### config.mk
export PLATFORM = sky130hd
export DESIGN_NAME = vga_frame_sync
export DESIGN_NICKNAME = d
export VERILOG_FILES = /design/src/rtl/vga_ctrl_pkg.sv /design/src/rtl/rr_arbiter2.sv /design/src/rtl/vga_frame_sync.sv
export SDC_FILE = /design/constraint.sdc
export NUM_CORES = 1
export LEC_CHECK = 0
export BUFFER_PORTS_ARGS = -buffer_cell sky130_fd_sc_hd__buf_2
export CAP_MARGIN = 30
export CELL_PAD_IN_SITES_DETAIL_PLACEMENT = 1
export CELL_PAD_IN_SITES_GLOBAL_PLACEMENT = 1
export CORE_ASPECT_RATIO = 0.8
export CORE_MARGIN = 10
export CORE_UTILIZATION = 30
export DETAILED_ROUTE_END_ITERATION = 8
export GPL_TIMING_DRIVEN = 1
export PLACE_DENSITY_LB_ADDON = 0.1
export REMOVE_ABC_BUFFERS = 1
export SLEW_MARGIN = 30
export SYNTH_ARGS = -nofsm -noshare
export SYNTH_HDL_FRONTEND = slang
export SYNTH_SLANG_ARGS = --single-unit
### constraint.sdc
create_clock -name pixel_clk -period 1.5 [get_ports pixel_clk]
set_input_delay 0 -clock pixel_clk [delete_from_list [all_inputs] [get_ports pixel_clk]]
set_output_delay 0 -clock pixel_clk [all_outputs]
set_load 0.01 [all_outputs]
### src/rtl/vga_ctrl_pkg.sv
// Shared VGA timing constants and the types used by the frame-sync scheduler.
package vga_ctrl_pkg;

  // 640x480 @ 60 Hz horizontal timing, in pixel clocks
  localparam int H_PIXEL = 640;
  localparam int H_FRONT = 16;
  localparam int H_SYNC  = 96;
  localparam int H_BACK  = 48;
  localparam int H_TOTAL = H_PIXEL + H_FRONT + H_SYNC + H_BACK;

  // 640x480 @ 60 Hz vertical timing, in lines
  localparam int V_PIXEL = 480;
  localparam int V_FRONT = 10;
  localparam int V_SYNC  = 2;
  localparam int V_BACK  = 33;
  localparam int V_TOTAL = V_PIXEL + V_FRONT + V_SYNC + V_BACK;

  // Frame scheduler phases: visible region, the single commit cycle, vertical blank
  typedef enum logic [1:0] {
    ACTIVE = 2'd0,
    COMMIT = 2'd1,
    BLANK  = 2'd2
  } fs_state_t;

  // Requester identities, also used as the round-robin pointer value
  typedef enum logic {
    ELEV = 1'b0,
    PPL  = 1'b1
  } req_id_t;

endpackage

### src/rtl/rr_arbiter2.sv
// Two-way round-robin arbiter. Bit 0 is the elevator requester, bit 1 the
// people requester. The pointer only moves when both ask in the same cycle,
// so a lone requester never disturbs fairness for the next collision.
module rr_arbiter2
  import vga_ctrl_pkg::*;
(
  input  logic       clk,
  input  logic       reset_n,
  input  logic       enable,
  input  logic [1:0] req,
  output logic [1:0] grant
);

  req_id_t ptr_q;
  req_id_t ptr_d;

  // Pick a winner and decide whether the pointer flips this cycle
  always_comb begin
    grant = 2'b00;
    ptr_d = ptr_q;
    if (enable) begin
      unique case (req)
        2'b01: grant = 2'b01;
        2'b10: grant = 2'b10;
        2'b11: begin
          grant = (ptr_q == ELEV) ? 2'b01 : 2'b10;
          ptr_d = (ptr_q == ELEV) ? PPL : ELEV;
        end
        default: grant = 2'b00;
      endcase
    end
  end

  // Pointer register, starts favouring the elevator
  always_ff @(posedge clk) begin
    if (!reset_n) begin
      ptr_q <= ELEV;
    end else begin
      ptr_q <= ptr_d;
    end
  end

endmodule

### src/rtl/vga_frame_sync.sv
// Display-update scheduler. Elevator and people updates land in shadow
// registers at any time; they are copied to the display-visible registers
// only at vertical-blank entry so the pixel generator never sees a torn frame.
module vga_frame_sync
  import vga_ctrl_pkg::*;
#(
  parameter int COMMIT_EVERY = 1,
  parameter int FCNT_W       = 8
) (
  input  logic              pixel_clk,
  input  logic              reset_n,
  input  logic [9:0]        horiz_count,
  input  logic [9:0]        vert_count,
  input  logic              elev_req,
  input  logic [7:0]        elev_destination,
  input  logic [1:0]        elev_sim_state,
  output logic              elev_ack,
  input  logic              ppl_req,
  input  logic [25:0]       ppl_data,
  output logic              ppl_ack,
  output logic [7:0]        destination,
  output logic [1:0]        sim_state,
  output logic [25:0]       people_data,
  output logic              commit,
  output logic              frame_start,
  output logic [FCNT_W-1:0] frame_count,
  output logic              pending
);

  localparam logic [3:0] DIV_LAST = 4'(COMMIT_EVERY - 1);

  fs_state_t         state_q, state_d;
  logic [3:0]        div_q, div_d;
  logic [7:0]        sh_dest_q, sh_dest_d;
  logic [1:0]        sh_sim_q, sh_sim_d;
  logic [25:0]       sh_ppl_q, sh_ppl_d;
  logic [1:0]        dirty_q, dirty_d;
  logic [7:0]        dest_q, dest_d;
  logic [1:0]        sim_q, sim_d;
  logic [25:0]       people_q, people_d;
  logic              commit_q, commit_d;
  logic              elev_ack_q, elev_ack_d;
  logic              ppl_ack_q, ppl_ack_d;
  logic              frame_start_q, frame_start_d;
  logic [FCNT_W-1:0] frame_count_q, frame_count_d;

  logic       in_range;
  logic       at_vblank;
  logic       at_top;
  logic [1:0] arb_req;
  logic [1:0] grant;

  // A request still high during its own ack cycle is the old request, not a new one
  assign arb_req   = {ppl_req & ~ppl_ack_q, elev_req & ~elev_ack_q};
  assign in_range  = (horiz_count < 10'(H_TOTAL)) && (vert_count < 10'(V_TOTAL));
  assign at_vblank = in_range && (vert_count == 10'(V_PIXEL)) && (horiz_count == 10'd0);
  assign at_top    = in_range && (vert_count == 10'd0) && (horiz_count == 10'd0);

  rr_arbiter2 u_arb (
    .clk     (pixel_clk),
    .reset_n (reset_n),
    .enable  (state_q != COMMIT),
    .req     (arb_req),
    .grant   (grant)
  );

  // Shadow writes, commit/throttle decision and frame-phase transitions
  always_comb begin
    state_d       = state_q;
    div_d         = div_q;
    sh_dest_d     = sh_dest_q;
    sh_sim_d      = sh_sim_q;
    sh_ppl_d      = sh_ppl_q;
    dirty_d       = dirty_q;
    dest_d        = dest_q;
    sim_d         = sim_q;
    people_d      = people_q;
    commit_d      = 1'b0;
    frame_start_d = 1'b0;
    frame_count_d = frame_count_q;
    elev_ack_d    = grant[0];
    ppl_ack_d     = grant[1];

    if (grant[0]) begin
      sh_dest_d  = elev_destination;
      sh_sim_d   = elev_sim_state;
      dirty_d[0] = 1'b1;
    end
    if (grant[1]) begin
      sh_ppl_d   = ppl_data;
      dirty_d[1] = 1'b1;
    end

    case (state_q)
      ACTIVE: begin
        if (at_vblank) begin
          state_d = COMMIT;
        end
      end
      COMMIT: begin
        state_d = BLANK;
        if (div_q == DIV_LAST) begin
          div_d = 4'd0;
          if (dirty_q[0]) begin
            dest_d = sh_dest_q;
            sim_d  = sh_sim_q;
          end
          if (dirty_q[1]) begin
            people_d = sh_ppl_q;
          end
          commit_d = |dirty_q;
          dirty_d  = 2'b00;
        end else begin
          div_d = div_q + 4'd1;
        end
      end
      BLANK: begin
        if (at_top) begin
          state_d       = ACTIVE;
          frame_start_d = 1'b1;
          frame_count_d = frame_count_q + 1'b1;
        end
      end
      default: state_d = ACTIVE;
    endcase
  end

  // State and datapath registers; reset discards any pending shadow data
  always_ff @(posedge pixel_clk) begin
    if (!reset_n) begin
      state_q       <= ACTIVE;
      div_q         <= 4'd0;
      sh_dest_q     <= '0;
      sh_sim_q      <= '0;
      sh_ppl_q      <= '0;
      dirty_q       <= 2'b00;
      dest_q        <= '0;
      sim_q         <= '0;
      people_q      <= '0;
      commit_q      <= 1'b0;
      elev_ack_q    <= 1'b0;
      ppl_ack_q     <= 1'b0;
      frame_start_q <= 1'b0;
      frame_count_q <= '0;
    end else begin
      state_q       <= state_d;
      div_q         <= div_d;
      sh_dest_q     <= sh_dest_d;
      sh_sim_q      <= sh_sim_d;
      sh_ppl_q      <= sh_ppl_d;
      dirty_q       <= dirty_d;
      dest_q        <= dest_d;
      sim_q         <= sim_d;
      people_q      <= people_d;
      commit_q      <= commit_d;
      elev_ack_q    <= elev_ack_d;
      ppl_ack_q     <= ppl_ack_d;
      frame_start_q <= frame_start_d;
      frame_count_q <= frame_count_d;
    end
  end

  assign elev_ack    = elev_ack_q;
  assign ppl_ack     = ppl_ack_q;
  assign destination = dest_q;
  assign sim_state   = sim_q;
  assign people_data = people_q;
  assign commit      = commit_q;
  assign frame_start = frame_start_q;
  assign frame_count = frame_count_q;
  assign pending     = |dirty_q;

endmodule

==> results.toml <==
[clock_network]
cts_tree = "done"
numCtsBuffers = 9
cts.clk_slew.worst_paths_ps = 60
insertion_delay_ps = 340
clock_path_buffers = 2
clock-root-buffer = "clkbuf_16"
clock_tree.htree_level_count = 3
total_number_of_clock_tree_sinks = 93

[floorplan]
die_area_um2 = 16400
initial_utilization = 0.305
ioPinCount = 109
core_area_um2 = 11400
die_w_um = 141
fp.dieH_um = 116
std_cell_rows = 35

[setup_path]
crit_fanout = 6
cpPeakStageDelay_ps = 370
worstPathBufferInverterCount = 3
critPathCaptureType = "flip-flop"
path_common_cell = "buf_6"
worstPathArrival_ps = 1640
worst_setup_path_start_kind = "flip-flop"
timing.critical_path.slowest_stage_cell = "dfxtp_4"
worst_ep_required_time_ps = 1720
chain_of_cells_forming_the_critical_path = "nor2b_4, buf_6, nand4_1, buf_6, clkbuf_16, mux2i_1, nor2_1"
timing.critical_path.max_delay_family = "buffers and inverters"
timing.setup.critical_path_class = "reg -> reg"

[detailed_routing]
detail_route.wl_per_cell_um = 15.1
remaining_drc_errors = 0
final_antenna_net_count = 0
vias_per_cell = 4.58
postRouteWirelength_mm = 10.4
drt_pass1_iterations = 4
drt_iter0_markers = 121
via_count = 3140

[yosys]
post_synth_instance_area_um2 = 3490
synth_async_sr_flop_share = 0
syn_inst = 373
edff_count_synth = 0
commonest_cells_in_the_synthesized_netlist = "dfxtp_1 (93), nand2_1 (67), nor2_1 (55)"
synth_top_area_share = 0.534
ys_warn_count = 0
cell_with_the_most_instances_after_synthesis = "dfxtp_1"
ys_dominant_reg_cell = "dfxtp_1"
synth.area.top_cells = "dfxtp_1 (53%), mux2i_1 (14%), nand2_1 (7.2%), nor2_1 (5.9%), a21oi_1 (4.9%)"
yosysTopAreaCell = "dfxtp_1"
syn_area_per_cell_um2 = 9.35
yosysSeqAreaShare = 0.534
synth_seq_cells = 93
synth_cell_types = 30

[worst_hold_path]
hp-class = "in -> reg"

[power_and_ir_drop]
power_mw = 5.64
total_leakage_power_nw = 2.50
max-vdd-ir-drop_mv = 0.519
pwr_density_cell_nw_per_um2 = 1090

[timing]
timing.fmax_mhz = 704
period_share = 0.946
timing.final.crit_period_ps = 1420
fin_skew_ps = 5.56
setup_violations = 0
relSlewSlack = 0.757
hold_slack_ps = 12.3
setup_ws_ps = 80.4
finalHoldViolations = 0
drv_slew = 0
worst_pin_slew_ps = 363

[placed_design]
port_buffers = 108
pre_cts_slack_ps = -39.8
dp.final_hpwl_mm = 6.76
post-place-cells = 620
place.gp.congestion = 0.736

[finish]
sequential_cell_area_um2 = 1870
drive_gt1_frac = 0.296
finish.cell_count_without_fillers = 685
fillerInstances = 1336
areaGrowthSynthToFinish_pct = 48.3
n_antenna_cell = 0
multiInputGateArea_um2 = 1530
nets = 595

[global_routing]
grt_max_degree = 64
grt_use_total = 0.122
grt_antenna_before_repair = 0
grt.overflow.total = 0
first_global_vias = 3204
grt_first_pass_wirelength_mm = 16.3

[run_status]
status = "finished, final reports clean"

[flow_run]
max_cap_violations = 0
worst paths after layout:
kind,cells after the start,endpoint,startpoint,slack (ps)
worst max register to register,7,people_data[24],state_q[0],80
worst min register to register,2,sh_ppl_q[12],sh_ppl_q[12],450
worst max-delay path,7,people_data[24],state_q[0],80
worst min-delay path,2,state_q[1],reset_n,10
placed cells by master, fill, tap and decap left out, types with 2 or more instances in the layout:
cell type,Yosys,layout
buf_4,2,11
clkbuf_16,0,11
buf_2,6,108
clkinv_2,0,2
nor3b_1,2,2
nor2b_4,0,2
inv_1,4,3
nand2_1,67,67
dfxtp_1,93,90
nor4_1,6,6
nor2_1,55,55
ha_1,3,2
or4_1,5,4
bufinv_16,0,3
o31ai_1,5,5
a21oi_1,34,34
dlygate4sd3_1,0,40
buf_12,0,5
nand4_1,7,7
xnor2_1,2,2
buf_6,0,3
dfxtp_4,0,2
nand2b_1,4,4
xor2_1,2,2
mux2i_1,49,49
stage by stage:
stage	instance area, um^2	TNS (ps)	utilization
3_3_place_gp	4280	0	0.374
2_1_floorplan	3390	-33950	-
4_1_cts	5030	0	0.440
3_5_place_dp	4280	-105	0.374
5_1_grt	5170	-15.2	0.452
6_report	5170	0	0.452
report_power, final:
| part | switching, mW | internal (mW) |
|---|---|---|
| clock network | 0.948 | 1.67 |
| logic | 0.209 | 0.231 |
| registers | 0.0369 | 2.54 |
per-layer routing:
layer,GRT usage,vias up,share of wire,wire [um]
met2,0.193,83,0.45,4620
met4,0.0391,0,0.011,111
li1,-,1582,-,-
met5,0,-,0,0
met3,0.0455,8,0.062,647
met1,0.151,1467,0.48,4980
worst register-to-register path: stages, from the launching register on:
cell	delay, ps
dfxtp_4	370
nor2b_4	160
buf_6	130
nand4_1	100
buf_6	160
clkbuf_16	160
mux2i_1	160
nor2_1	60
cell type report:
type,count,area share
well taps,148,0.0358
repair buffers,170,0.236
multi-input cells,254,0.297
flip-flops and latches,93,0.362
clock inverters,6,0.0211
clock buffers,10,0.0462
inverters,4,0.00290
registers in the layout, indices dropped and copies added (netlist names):
name / flops
ppl_ack: 1
sh_sim_q: 2
frame_start: 1
sh_ppl_q: 26
people_data: 26
sim_state: 2
u_arb.ptr_q: 1
commit: 1
sh_dest_q: 8
dirty_q: 2
state_q: 2
destination: 8
div_q: 4
frame_count: 8
elev_ack: 1
cell families after synthesis:
logic type / after synthesis / synth area share
AOI/OAI and AO/OA: 43 / 0.0718
xor gates and xnor gates: 4 / 0.0100
adders and majority gates: 3 / 0.0108
buffers and inverters: 26 / 0.0323
DFF: 93 / 0.534
muxes: 49 / 0.141
and+or+nand+nor: 155 / 0.201
repair_timing:
| item | 4_1_cts | 5_1_grt |
|---|---|---|
| cloned | 0 | 4 |
| resized for setup | 1 | 12 |
| setup endpoints to repair | 3 | 33 |
| pin swaps | 0 | 1 |
| setup buffers | 0 | 5 |
| endpoints found under the hold margin | 37 | 0 |
| hold buffers | 40 | 0 |
Power figures use the tool's default switching activity.
